### config.mk
export PLATFORM = sky130hd
export DESIGN_NAME = fetch_unit
export DESIGN_NICKNAME = d
export VERILOG_FILES = /design/src/rtl/fetch_unit.sv
export SDC_FILE = /design/constraint.sdc
export NUM_CORES = 1
export LEC_CHECK = 0
export ABC_AREA = 1
export CORE_UTILIZATION = 56
export CTS_CLUSTER_SIZE = 16
export DETAILED_ROUTE_END_ITERATION = 12
export PLACE_DENSITY = 0.94
export SYNTH_ARGS = -nofsm -noshare
export SYNTH_HDL_FRONTEND = slang
export SYNTH_SLANG_ARGS = --single-unit
### constraint.sdc
create_clock -name clk -period 5.8 [get_ports clk]
set_clock_uncertainty 0.05 [all_clocks]
set_input_delay 0.87 -clock clk [delete_from_list [all_inputs] [get_ports clk]]
set_output_delay 0.87 -clock clk [all_outputs]
set_load 0.01 [all_outputs]
### src/rtl/fetch_unit.sv
// rtl/fetch_unit.sv - instruction-fetch stage: boot vector, two-word assembly, interrupt injection, stall/redirect
//
// Ports:
//   clk, rst                 clock (rising edge), synchronous active-high reset
//   stall                    hold all state and outputs this cycle
//   redirect, redirect_pc    taken branch/jump/return; load pc from redirect_pc
//   irq                      level interrupt request; rising edge is latched as pending
//   imem_data / imem_addr    combinational instruction-memory read port
//   out_valid                out_* hold a complete instruction for IF/ID
//   out_instr, out_imm       instruction word and immediate (0 for one-word instructions)
//   out_pc                   address of the instruction's first word (return address for interrupts)
//   out_is_int               out_* is the injected interrupt pseudo-op

module fetch_unit #(
    parameter int W       = 16,
    parameter int AW      = 32,
    parameter int IMM_BIT = 0
) (
    input  logic          clk,
    input  logic          rst,
    input  logic          stall,
    input  logic          redirect,
    input  logic [AW-1:0] redirect_pc,
    input  logic          irq,
    input  logic [W-1:0]  imem_data,
    output logic [AW-1:0] imem_addr,
    output logic          out_valid,
    output logic [W-1:0]  out_instr,
    output logic [W-1:0]  out_imm,
    output logic [AW-1:0] out_pc,
    output logic          out_is_int
);

    typedef enum logic [1:0] {
        S_BOOT,
        S_FETCH,
        S_IMM,
        S_VEC
    } state_t;

    state_t        state_q, state_d;
    logic [AW-1:0] pc_q, pc_d;
    logic          irq_pend_q, irq_pend_d;
    logic          prev_irq_q, prev_irq_d;
    logic [W-1:0]  hold_q, hold_d;
    logic [AW-1:0] hold_pc_q, hold_pc_d;
    logic          out_valid_q, out_valid_d;
    logic [W-1:0]  out_instr_q, out_instr_d;
    logic [W-1:0]  out_imm_q, out_imm_d;
    logic [AW-1:0] out_pc_q, out_pc_d;
    logic          out_is_int_q, out_is_int_d;

    logic          irq_edge;

    // Word 0 holds the boot vector, word 1 the interrupt vector.
    always_comb begin
        case (state_q)
            S_BOOT:  imem_addr = '0;
            S_VEC:   imem_addr = AW'(1);
            default: imem_addr = pc_q;
        endcase
    end

    assign irq_edge = irq & ~prev_irq_q;

    always_comb begin
        state_d      = state_q;
        pc_d         = pc_q;
        hold_d       = hold_q;
        hold_pc_d    = hold_pc_q;
        out_valid_d  = out_valid_q;
        out_instr_d  = out_instr_q;
        out_imm_d    = out_imm_q;
        out_pc_d     = out_pc_q;
        out_is_int_d = out_is_int_q;
        // The edge detector runs every cycle, including stall and redirect cycles.
        prev_irq_d   = irq;
        irq_pend_d   = irq_pend_q | irq_edge;

        // Redirect has no meaning before the boot vector is loaded.
        if (redirect && state_q != S_BOOT) begin
            pc_d         = redirect_pc;
            state_d      = S_FETCH;
            out_valid_d  = 1'b0;
            out_is_int_d = 1'b0;
        end else if (!stall) begin
            case (state_q)
                S_BOOT: begin
                    pc_d        = AW'(imem_data);
                    state_d     = S_FETCH;
                    out_valid_d = 1'b0;
                end
                S_FETCH: begin
                    if (irq_pend_q) begin
                        // pc is left pointing at the interrupted instruction so it is the return address.
                        out_valid_d  = 1'b1;
                        out_is_int_d = 1'b1;
                        out_instr_d  = '0;
                        out_imm_d    = '0;
                        out_pc_d     = pc_q;
                        irq_pend_d   = irq_edge;
                        state_d      = S_VEC;
                    end else if (imem_data[IMM_BIT]) begin
                        hold_d      = imem_data;
                        hold_pc_d   = pc_q;
                        pc_d        = pc_q + AW'(1);
                        out_valid_d = 1'b0;
                        state_d     = S_IMM;
                    end else begin
                        out_valid_d  = 1'b1;
                        out_is_int_d = 1'b0;
                        out_instr_d  = imem_data;
                        out_imm_d    = '0;
                        out_pc_d     = pc_q;
                        pc_d         = pc_q + AW'(1);
                    end
                end
                S_IMM: begin
                    out_valid_d  = 1'b1;
                    out_is_int_d = 1'b0;
                    out_instr_d  = hold_q;
                    out_imm_d    = imem_data;
                    out_pc_d     = hold_pc_q;
                    pc_d         = pc_q + AW'(1);
                    state_d      = S_FETCH;
                end
                default: begin
                    pc_d        = AW'(imem_data);
                    out_valid_d = 1'b0;
                    state_d     = S_FETCH;
                end
            endcase
        end
    end

    always_ff @(posedge clk) begin
        if (rst) begin
            state_q      <= S_BOOT;
            pc_q         <= '0;
            irq_pend_q   <= 1'b0;
            prev_irq_q   <= 1'b0;
            hold_q       <= '0;
            hold_pc_q    <= '0;
            out_valid_q  <= 1'b0;
            out_instr_q  <= '0;
            out_imm_q    <= '0;
            out_pc_q     <= '0;
            out_is_int_q <= 1'b0;
        end else begin
            state_q      <= state_d;
            pc_q         <= pc_d;
            irq_pend_q   <= irq_pend_d;
            prev_irq_q   <= prev_irq_d;
            hold_q       <= hold_d;
            hold_pc_q    <= hold_pc_d;
            out_valid_q  <= out_valid_d;
            out_instr_q  <= out_instr_d;
            out_imm_q    <= out_imm_d;
            out_pc_q     <= out_pc_d;
            out_is_int_q <= out_is_int_d;
        end
    end

    assign out_valid  = out_valid_q;
    assign out_instr  = out_instr_q;
    assign out_imm    = out_imm_q;
    assign out_pc     = out_pc_q;
    assign out_is_int = out_is_int_q;

endmodule
==> impl_table.tex <==
\begin{tabular}{lr}
\hline
Metric & Value \\
\hline
\multicolumn{2}{l}{\textbf{Worst setup path}} \\
Critical-path maximum fanout & 25 \\
Type of the worst setup path & flip-flop to primary output \\
CP Data Arrival Time & between 2000 and 3000 ps \\
Startpoint type of the worst setup path & flip-flop \\
Critical-path cell list & inv\_1, ha\_1, buf\_4, nand2\_1, inv\_1, clkdlybuf4s50\_1 \\
Dominant delay contributor by cell family on the critical path & buffers and inverters \\
Required arrival time at the worst endpoint & about 4900 ps \\
Crit path max-delay cell type & sky130\_fd\_sc\_hd\_\_ha\_1 \\
Critical Path Sink Type & primary output \\
Crit-path most repeated cell & sky130\_fd\_sc\_hd\_\_inv\_1 \\
Max stage delay on crit path & slightly above 800 ps \\
Number of buffer and inverter instances along the worst setup path & 4 \\
\multicolumn{2}{l}{\textbf{GRT}} \\
Maximum number of pins on one net before global-route repair & just under 100 \\
Met2 usage & about half \\
Antenna violations before repair & 0 \\
Overflow left after global routing & 0 \\
Met1 track demand over resource & about two fifths \\
Tot GR Track Use & between 30 and 40\% \\
Layer carrying the most global-route usage & met2 \\
Wire length of the first global-routing pass & 35700 um \\
Vias in the first global route & around 7300 \\
Met3 capacity usage during global routing & just over 9\% \\
\multicolumn{2}{l}{\textbf{Final layout}} \\
Footprint of the multi-input gates & 3850 sq um \\
Total of fill cells in the finished design & $\sim$1000 \\
Sequential cell area & approximately 3000 sq um \\
Commonest cells after routing, fill and taps aside & sky130\_fd\_sc\_hd\_\_nand2\_1 (206), sky130\_fd\_sc\_hd\_\_a21oi\_1 (155), sky130\_fd\_sc\_hd\_\_dfxtp\_1 (150), sky130\_fd\_sc\_hd\_\_clkdlybuf4s50\_1 (150), sky130\_fd\_sc\_hd\_\_nor2\_1 (138) \\
Most frequent standard cell in the layout excluding fill and tap cells & sky130\_fd\_sc\_hd\_\_nand2\_1 \\
Antenna diode instance count & 0 \\
Fraction of final layout cells sized beyond drive strength 1 & 8.27\% \\
Final cell area excluding filler cells & 9600 sq um \\
Number of nets in the finished design & 1266 \\
Area growth from synthesis to final layout & 26.9\% \\
Final Util & roughly 73\% \\
\multicolumn{2}{l}{\textbf{Synth}} \\
Multiplexer area fraction after synthesis & less than 1\% \\
Synth area leaders & sky130\_fd\_sc\_hd\_\_dfxtp\_1 (40\%), sky130\_fd\_sc\_hd\_\_a21oi\_1 (10\%), sky130\_fd\_sc\_hd\_\_nand2\_1 (10\%) \\
Area share of and/or/nand/nor cells after synthesis & $\sim$25\% \\
Distinct cell type count of the synthesized netlist & 37 \\
Number of instances in the synthesized netlist & $\sim$1100 \\
Cell accounting for the most synthesized area & sky130\_fd\_sc\_hd\_\_dfxtp\_1 \\
Part of the Yosys area used for sequential elements & about 40\% \\
Net Count, Synth & around 1200 \\
Combined area of all synthesized cells & between 7000 and 8000 sq um \\
\#FFs+latches synth & 150 \\
Post-synthesis compound-gate area fraction & a little under a quarter \\
Largest family of logic cells by synthesized area & simple AND/OR/NAND/NOR gates \\
Average size of a mapped cell & between 6 and 7 sq um \\
Area share of the leading cell type in the synthesized netlist & about two fifths \\
XOR/XNOR Fraction of Synth Area & 0\% \\
Adder and majority gate portion of the synthesized area & less than 1\% \\
Number of warnings reported in the yosys synthesis log & 0 \\
\multicolumn{2}{l}{\textbf{Outcome}} \\
Outcome & finished with violations \\
Violated checks & design-rule violations \\
\multicolumn{2}{l}{\textbf{Die}} \\
Placeable Area & about 13000 sq um \\
Floorplan row count & 42 \\
Vertical extent of the die & approximately 120 um \\
Die area & around 14000 sq um \\
Initial cell density of the core & a little under three fifths \\
Die extent in x & around 120 um \\
I/O pin cnt & between 150 and 200 \\
\multicolumn{2}{l}{\textbf{Routing}} \\
Detailed-routing iteration count for the pre-antenna-repair pass & 9 \\
Post-DRT Antenna Nets & 0 \\
Number of DRC markers in iteration 0 & a little under 800 \\
DRC violations left & 1 \\
Detailed-route vias per instance & between 5 and 6 \\
Total Wirelength & approximately 22000 um \\
WL per Instance & between 15 and 20 um \\
Via count & about 8000 \\
\multicolumn{2}{l}{\textbf{Timing}} \\
Clock period minus worst slack & approximately 3800 ps \\
Final-report max-slew violation count & 0 \\
Maximum clock frequency & 260 MHz \\
Actual slew at the worst max-slew pin & around 1200 ps \\
Final setup violating endpoints & 0 \\
Unrepaired setup endpoints after global routing & false \\
Crit share post-route & between 60\% and 70\% \\
Slew headroom & 20.6\% \\
Summed negative setup slack over all endpoints & 0 ps \\
Number of hold violations in the final report & 0 \\
\multicolumn{2}{l}{\textbf{Clock tree}} \\
Setup Buffers After CTS & 0 \\
Clock tree sinks & 150 \\
Worst-path clk slew & roughly 60 ps \\
CTS H-tree depth & 4 \\
Clk root buf & sky130\_fd\_sc\_hd\_\_clkbuf\_16 \\
Clock latency of the later-clocked register in the worst-skew pair & around 430 ps \\
Hold\_buf cts & 0 \\
TritonCTS clock tree & built \\
CTS Buf Count & 17 \\
Resized Gates After CTS & 0 \\
Max Buffers Root-to-Sink & 2 \\
\multicolumn{2}{l}{\textbf{Pwr}} \\
Power density over cell area & slightly above 300 nW/um\^{}2 \\
Highest ir drop seen on vdd & about 0.22 mV \\
Static leakage power & 3.79 nW \\
Overall power & 0.00292 W \\
\multicolumn{2}{l}{\textbf{Run}} \\
Maxcap violations & 0 \\
\multicolumn{2}{l}{\textbf{Worst hold path}} \\
HP Class & flip-flop to flip-flop \\
\multicolumn{2}{l}{\textbf{Placed design}} \\
Post-place instance area & 8970 sq um \\
Number of buffers inserted by port buffering & 150 \\
Final weighted congestion in routability-driven placement & approximately 0.95 \\
Placed wire-length estimate after detailed placement & 15100 um \\
\hline
\end{tabular}
[per-layer routing]
layer / share of wire [%] / routed length (um)
met1: 39 / 8740
met2: 45 / 10000
met3: 9.5 / 2100
met4: 5.8 / 1280
met5: 0 / 0
[synthesized netlist by cell type, drive strengths merged]
cell and instances:
or2 1, ha 5, a21boi 1, o21bai 1, nand3 61, o31ai 1
mux2i 7, nand4 11, a31oi 1, nand3b 1, a21oi 174, dfxtp 150
clkbuf 34, o211ai 1, o21a 1, nor2 151, nor3 1, o22ai 2
a21o 2, inv 95, o21ai 156, nand2 209, buf 36, and2 1
[worst reg2reg max path: cells and delay by family (launching register included)]
family / cells / cell delay (ps)
AOI/OAI and AO/OA: 2 / 410
DFF: 1 / 340
adders and majority gates: 1 / 170
buffers and inverters: 5 / 1810
and+or+nand+nor: 4 / 810
[registers in the layout, indices dropped and copies added, names as in the netlist, 2 cells and up]
signal	flops
hold_pc_q	32
hold_q	16
out_imm	16
out_instr	16
out_pc	32
pc_q	32
state_q	2
[per-stage QoR]
stage	setup WS [ps]	hold WS, ps	cells
final	1950	379	1397
after global routing	1750	410	1397
after CTS	1960	383	1397
after detailed placement	2220	373	1365
after global placement	2320	360	1365
after floorplan	3270	358	1103
[layout make-up]
cell class	count	share of cell area, %
clock inverter	13	2.02
tap	176	2.29
multi-input combinational	788	40.1
timing repair buffer	156	16.1
clock buffer	19	4.51
inverter	95	3.73
sequential	150	31.3
[kinds of logic (layout without fill, tap and decap cells)]
group | Yosys count | in the layout
muxes | 7 | 7
DFF | 150 | 150
buffers and inverters | 165 | 283
adders and majority gates | 5 | 5
and+or+nand+nor | 436 | 436
AOI/OAI and AO/OA | 340 | 340
[power breakdown]
part,internal [W],leakage (nW),total [W],switching (W)
registers,0.00111,1.22,0.00118,0.0000752
clock network,0.000726,0.297,0.00119,0.000462
logic,0.000223,2.27,0.000553,0.000330
total,0.00205,3.79,0.00292,0.000868
[worst paths after layout]
path	cells past startpoint	to	slack, ps	startpoint
max	6	imem_addr[8]	1950	state_q[0]
min	1	irq_pend_q	380	prev_irq_q
max reg2reg	12	out_pc[10]	2150	state_q[0]
min reg2reg	1	irq_pend_q	380	prev_irq_q
Power figures use the tool's default switching activity.
